===== config.mk =====
export PLATFORM = sky130hd
export DESIGN_NAME = adder_rr_sched
export DESIGN_NICKNAME = d
export VERILOG_FILES = /design/src/rtl/adder_sched_pkg.sv /design/src/rtl/adder_sched_rr_arbiter.sv /design/src/rtl/adder_rr_sched.sv
export SDC_FILE = /design/constraint.sdc
export NUM_CORES = 1
export LEC_CHECK = 0
export BUFFER_PORTS_ARGS = -buffer_cell sky130_fd_sc_hd__buf_2
export CORE_UTILIZATION = 54
export DETAILED_ROUTE_END_ITERATION = 12
export GPL_TIMING_DRIVEN = 0
export PLACE_DENSITY = 0.89
export SETUP_SLACK_MARGIN = 0.02
export SLEW_MARGIN = 25
export SYNTH_ARGS = -nofsm -noshare
export SYNTH_HDL_FRONTEND = slang
export SYNTH_SLANG_ARGS = --single-unit

===== constraint.sdc =====
create_clock -name clk -period 8 [get_ports clk]
set_clock_uncertainty 0.2 [all_clocks]
set_input_delay 0.4 -clock clk [delete_from_list [all_inputs] [get_ports clk]]
set_output_delay 0.4 -clock clk [all_outputs]
set_load 0.005 [all_outputs]

===== src/rtl/adder_sched_pkg.sv =====
// Shared definitions for the round-robin adder scheduler: default sizes,
// the response FSM state type and the completed-response counter width.
package adder_sched_pkg;

  localparam int NREQ_DEF = 4;
  localparam int WIDTH_DEF = 8;
  localparam int COUNT_W = 16;

  typedef enum logic [0:0] {
    EMPTY = 1'b0,
    FULL  = 1'b1
  } state_e;

endpackage


===== src/rtl/adder_sched_rr_arbiter.sv =====
// Combinational arbiter: first valid requester found searching upward from
// ptr (round-robin) or from index 0 (fixed priority), gated by enable.
module rr_arbiter #(
  parameter int NREQ = 4,
  localparam int IDW = $clog2(NREQ)
) (
  input  logic [NREQ-1:0] req_i,
  input  logic [IDW-1:0]  ptr_i,
  input  logic            fixed_i,
  input  logic            en_i,
  output logic [NREQ-1:0] grant_o,
  output logic [IDW-1:0]  idx_o
);

  logic [IDW-1:0] base_s;
  logic [IDW:0]   cand_s;
  logic           found_s;
  logic           hit_s;

  // Walk the candidates in priority order, latching the first valid one.
  always_comb begin
    grant_o = '0;
    idx_o   = '0;
    found_s = 1'b0;
    hit_s   = 1'b0;
    cand_s  = '0;
    base_s  = fixed_i ? '0 : ptr_i;
    for (int k = 0; k < NREQ; k++) begin
      cand_s = {1'b0, base_s} + (IDW+1)'(k);
      cand_s = (cand_s >= (IDW+1)'(NREQ)) ? cand_s - (IDW+1)'(NREQ) : cand_s;
      hit_s  = !found_s && en_i && req_i[cand_s[IDW-1:0]];
      grant_o[cand_s[IDW-1:0]] = grant_o[cand_s[IDW-1:0]] | hit_s;
      idx_o   = hit_s ? cand_s[IDW-1:0] : idx_o;
      found_s = found_s | hit_s;
    end
  end

endmodule


===== src/rtl/adder_rr_sched.sv =====
// Shares one WIDTH-bit adder between NREQ requesters: arbitrates, adds the
// winner's operands and holds {carry, sum, id} until the consumer takes it.
module adder_rr_sched
  import adder_sched_pkg::*;
#(
  parameter int NREQ = NREQ_DEF,
  parameter int WIDTH = WIDTH_DEF,
  localparam int IDW = $clog2(NREQ)
) (
  input  logic                  clk,
  input  logic                  rst,
  input  logic                  cfg_fixed_prio,
  input  logic [NREQ-1:0]       req_valid,
  input  logic [NREQ*WIDTH-1:0] req_a,
  input  logic [NREQ*WIDTH-1:0] req_b,
  output logic [NREQ-1:0]       req_ready,
  output logic                  rsp_valid,
  output logic [IDW-1:0]        rsp_id,
  output logic [WIDTH-1:0]      rsp_sum,
  output logic                  rsp_carry,
  input  logic                  rsp_ready,
  output logic [COUNT_W-1:0]    op_count
);

  state_e             state_q;
  logic               rsp_valid_q;
  logic [IDW-1:0]     rsp_id_q;
  logic [WIDTH-1:0]   rsp_sum_q;
  logic               rsp_carry_q;
  logic [IDW-1:0]     ptr_q, ptr_d;
  logic [COUNT_W-1:0] count_q, count_d;

  logic               can_accept_s;
  logic               rsp_hs_s;
  logic               xfer_s;
  logic [NREQ-1:0]    grant_s;
  logic [IDW-1:0]     gidx_s;
  logic [WIDTH-1:0]   opa_s, opb_s;
  logic [WIDTH:0]     sum_s;

  assign can_accept_s = !rsp_valid_q || rsp_ready;
  assign rsp_hs_s     = rsp_valid_q && rsp_ready;

  rr_arbiter #(.NREQ(NREQ)) u_arb (
    .req_i   (req_valid),
    .ptr_i   (ptr_q),
    .fixed_i (cfg_fixed_prio),
    .en_i    (can_accept_s && !rst),
    .grant_o (grant_s),
    .idx_o   (gidx_s)
  );

  assign xfer_s    = |(grant_s & req_valid);
  assign req_ready = grant_s;

  assign opa_s = req_a[gidx_s*WIDTH +: WIDTH];
  assign opb_s = req_b[gidx_s*WIDTH +: WIDTH];
  assign sum_s = {1'b0, opa_s} + {1'b0, opb_s};

  // Pointer advances past the winner; counter tracks response handshakes.
  always_comb begin
    ptr_d   = ptr_q;
    count_d = count_q;
    if (xfer_s) begin
      ptr_d = (gidx_s == IDW'(NREQ - 1)) ? '0 : gidx_s + IDW'(1);
    end else begin
      ptr_d = ptr_q;
    end
    if (rsp_hs_s) begin
      count_d = count_q + COUNT_W'(1);
    end else begin
      count_d = count_q;
    end
  end

  // Response FSM with the result register; a new transfer may overlap a drain.
  always_ff @(posedge clk) begin
    if (rst) begin
      state_q     <= EMPTY;
      rsp_valid_q <= 1'b0;
      rsp_id_q    <= '0;
      rsp_sum_q   <= '0;
      rsp_carry_q <= 1'b0;
      ptr_q       <= '0;
      count_q     <= '0;
    end else begin
      ptr_q   <= ptr_d;
      count_q <= count_d;
      if (xfer_s) begin
        rsp_id_q    <= gidx_s;
        rsp_sum_q   <= sum_s[WIDTH-1:0];
        rsp_carry_q <= sum_s[WIDTH];
      end
      case (state_q)
        EMPTY: begin
          if (xfer_s) begin
            state_q     <= FULL;
            rsp_valid_q <= 1'b1;
          end
        end
        FULL: begin
          if (!xfer_s && rsp_ready) begin
            state_q     <= EMPTY;
            rsp_valid_q <= 1'b0;
          end
        end
        default: begin
          state_q     <= EMPTY;
          rsp_valid_q <= 1'b0;
        end
      endcase
    end
  end

  assign rsp_valid = rsp_valid_q;
  assign rsp_id    = rsp_id_q;
  assign rsp_sum   = rsp_sum_q;
  assign rsp_carry = rsp_carry_q;
  assign op_count  = count_q;

endmodule


==> flow_metrics.py <==
metrics = {
    "grt": {
        "grt.total_usage_pct": 27.6,
        "grt_pass1_wl_mm": 11.6,
        "grt_pass1_vias": 2641,
        "grt-ovfl-total": 0,
        "grt_max_degree": 11,
        "antenna_found_initial": 0,
    },
    "critical_path": {
        "path_cells": "buf_6 > mux2_4 > o221ai_2 > or4_1 > o41ai_1 > a211oi_4 > buf_4 > mux2i_1 > mux2i_1 > ha_1 > fa_1 > a21o_1 > a21oi_1 > o21bai_1 > a21o_1 > a21o_1 > a21oi_1 > mux2i_1",
        "crit_path_start_kind": "flop",
        "slowest_delay_ns": 0.48,
        "worstPathMaxFanout": 10,
        "critPathBufInv": 2,
        "r2r-end": "rsp_carry",
        "cp_slowest_cell": "a211oi_4",
        "worst-path-stages": 18,
        "reg2reg_depth": 18,
        "crit_type": "reg2reg",
        "startpoint": "ptr_q[1]",
        "cp.arrival_ns": 4.65,
        "r2r_setup_slack_ns": 3.31,
        "required_ns": 7.96,
        "r2r_start": "ptr_q[1]",
        "cp-end-kind": "flop",
        "path_delay_family": "compound AO/OA/AOI/OAI gates",
        "endpoint": "rsp_carry",
    },
    "min_path": {
        "min_path_type": "in2reg",
        "hp-start": "rsp_ready",
    },
    "die": {
        "io_pins": 104,
        "die_h_um": 73.0,
        "start_util_pct": 56.8,
        "die_width_um": 73.0,
        "core_area_sq_um": 4790,
        "num_rows": 25,
        "dieArea_sq_um": 5330,
    },
    "cts": {
        "root_buffer": "clkbuf_8",
        "clockBufferDepth": 2,
        "tritoncts": "built",
        "cts_buffers": 5,
        "h-tree-depth": 2,
        "cts-hold-fix-buffers": 0,
        "post-cts-setup-buffers": 0,
        "insertion_delay_ns": 0.28,
        "ctsResizeCount": 0,
        "cts_sinks": 31,
        "path_clk_slew_ns": 0.06,
    },
    "logic_synthesis": {
        "ys_warn_count": 0,
        "synth_compound_area_share_pct": 16.3,
        "avgSynthCellArea_sq_um": 9.16,
        "synth_cell_types": 56,
        "synth_area_sq_um": 2720,
        "synth_seq_cells": 31,
        "async_flop_share_pct": 0,
        "synthMuxAreaShare_pct": 24.4,
        "ys_seq_area_share_pct": 22.8,
        "yosys.area_share.xor_xnor_pct": 6.44,
        "yosys.area_share.simple_pct": 18.7,
        "synth_edf_count": 0,
        "syn-num-nets": 379,
        "synth_cells": 297,
        "synth_fa_ha_area_share_pct": 4.88,
        "synth_top_family_by_area": "multiplexers",
        "synth_flop_cell": "dfxtp_1",
    },
    "detailed_routing": {
        "viasPerCell": 5.62,
        "num_vias": 2641,
        "wl_per_cell_um": 14.5,
        "routed_wl_mm": 6.83,
        "dr.pass1.iters": 4,
        "drt-initial-drc-count": 89,
        "drt_drc_violations_left": 0,
        "ant_nets": 0,
    },
    "power": {
        "peakVddDrop_uv": 209,
        "power_leakage_nw": 1.84,
        "power_density_nw_per_um2": 279,
    },
    "sta": {
        "rsz0062_at_grt": "false",
        "post-route-period-util_pct": 58.6,
        "finalSetupTns_ns": 0,
        "setup_violations": 0,
        "slew_violations": 0,
        "finalCriticalPeriod_ns": 4.69,
        "slew_headroom_pct": 63.4,
        "fmax_mhz": 213,
        "worstMarginPinSlew_ns": 0.541,
        "hold_viol_final": 0,
    },
    "finish": {
        "finalCoreUtilization_pct": 70.6,
        "num_antenna_cells": 0,
        "syn_to_final_growth_pct": 24.1,
        "final_nets": 486,
        "final_layout_size_suffix_gt1_share_pct": 35.0,
        "num-fill-cells": 367,
        "multi_input_area_sq_um": 1920,
        "seq_area_sq_um": 621,
    },
    "placed_design": {
        "port_buffers": 100,
        "place_congestion": 0.947,
        "hpwl_mm": 5.41,
    },
    "outcome": {
        "status": "complete, no violations",
    },
    "run": {
        "maxCapViolations": 0,
    },
}
per-stage QoR:
stage               hold WS, ns  cells  instance area, sq um  setup slack [ns]  power [mW]
detailed placement        0.267    464                  3300              3.22       0.832
global route              0.304    470                  3380              3.04        1.02
floorplan                 0.244    297                  2720              3.72       0.686
global placement          0.254    464                  3300              3.32       0.814
CTS                       0.262    470                  3380              3.32       0.944
finish                    0.266    470                  3380              3.31       0.943
cell families (layout without fill, tap and decap cells):
group | after synthesis | count (layout)
flops | 31 | 31
mux | 64 | 64
fa+ha+maj | 10 | 10
xor+xnor | 20 | 20
simple gates | 92 | 92
compound gates | 52 | 52
buf+inv | 28 | 134
power breakdown:
group | switching, mW | internal (mW)
Combinational | 0.317 | 0.297
Clock | 0.0517 | 0.0578
Sequential | 0.0237 | 0.196
Total | 0.393 | 0.551
synth_stat cells (all sizes together) (6+ instances only):
| cell | instances | area, sq um |
|---|---|---|
| o21ai | 8 | 40.0 |
| mux2i | 58 | 581 |
| dfxtp | 31 | 621 |
| clkbuf | 7 | 27.5 |
| ha | 9 | 113 |
| inv | 7 | 26.3 |
| and3 | 6 | 37.5 |
| a21oi | 11 | 58.8 |
| xor2 | 13 | 114 |
| nand2 | 12 | 45.0 |
| buf | 14 | 121 |
| xnor2 | 7 | 61.3 |
| nor2 | 26 | 97.6 |
| nand3 | 9 | 45.0 |
| nand2b | 14 | 87.6 |
| a21o | 6 | 45.0 |
worst reg2reg max path, cell delays in order, from the launching register on:
cell,delay [ns]
dfxtp_1,0.32
buf_6,0.13
mux2_4,0.32
o221ai_2,0.38
or4_1,0.18
o41ai_1,0.10
a211oi_4,0.48
buf_4,0.32
mux2i_1,0.22
mux2i_1,0.10
ha_1,0.26
fa_1,0.47
a21o_1,0.18
a21oi_1,0.22
o21bai_1,0.10
a21o_1,0.21
a21o_1,0.18
a21oi_1,0.13
mux2i_1,0.08
worst min-delay path by stage:
| stage | to | slack, ns | cells past startpoint |
|---|---|---|---|
| final | state_q | 0.27 | 4 |
| after global routing | rsp_id[0] | 0.30 | 2 |
| after CTS | state_q | 0.26 | 4 |
| after detailed placement | state_q | 0.27 | 2 |
| after global placement | state_q | 0.25 | 2 |
| after floorplan | state_q | 0.24 | 2 |
final cells by class:
type                       instances  share of cell area, %
multi-input combinational        238                   57.0
sequential                        31                   18.4
timing repair buffer             100                   14.8
buffer                            21                   4.41
tap                               67                   2.48
clock buffer                       6                   2.15
inverter                           7                  0.778
flip-flops by register name (all words and copies together) (netlist names):
name       count
op_count      16
ptr_q          2
rsp_carry      1
rsp_id         2
rsp_sum        8
rsp_valid      1
state_q        1
layout by cell type, fill, tap and decap left out, drive strengths merged, types with 3 or more instances in the layout:
| cell | netlist | layout |
|---|---|---|
| dfxtp | 31 | 31 |
| nand3 | 9 | 9 |
| nor2b | 5 | 5 |
| nand4 | 4 | 4 |
| o21ai | 8 | 8 |
| mux2 | 5 | 5 |
| nor2 | 26 | 26 |
| mux2i | 58 | 58 |
| nand2b | 14 | 14 |
| nor3 | 3 | 3 |
| nand2 | 12 | 12 |
| and2 | 3 | 3 |
| clkbuf | 7 | 13 |
| a211oi | 3 | 3 |
| a21o | 6 | 6 |
| ha | 9 | 9 |
| buf | 14 | 114 |
| o41ai | 5 | 5 |
| a21oi | 11 | 11 |
| xnor2 | 7 | 7 |
| inv | 7 | 7 |
| and3 | 6 | 6 |
| xor2 | 13 | 13 |
per-layer routing:
metal | global-route usage, % | share of wire, % | vias up
li1 | - | - | 1295
met1 | 30.9 | 41 | 1238
met2 | 51.7 | 52 | 92
met3 | 6.22 | 5.1 | 16
met4 | 8.06 | 1.7 | 0
met5 | 0 | 0 | -
Note: power is estimated with default switching activity, not from simulation.
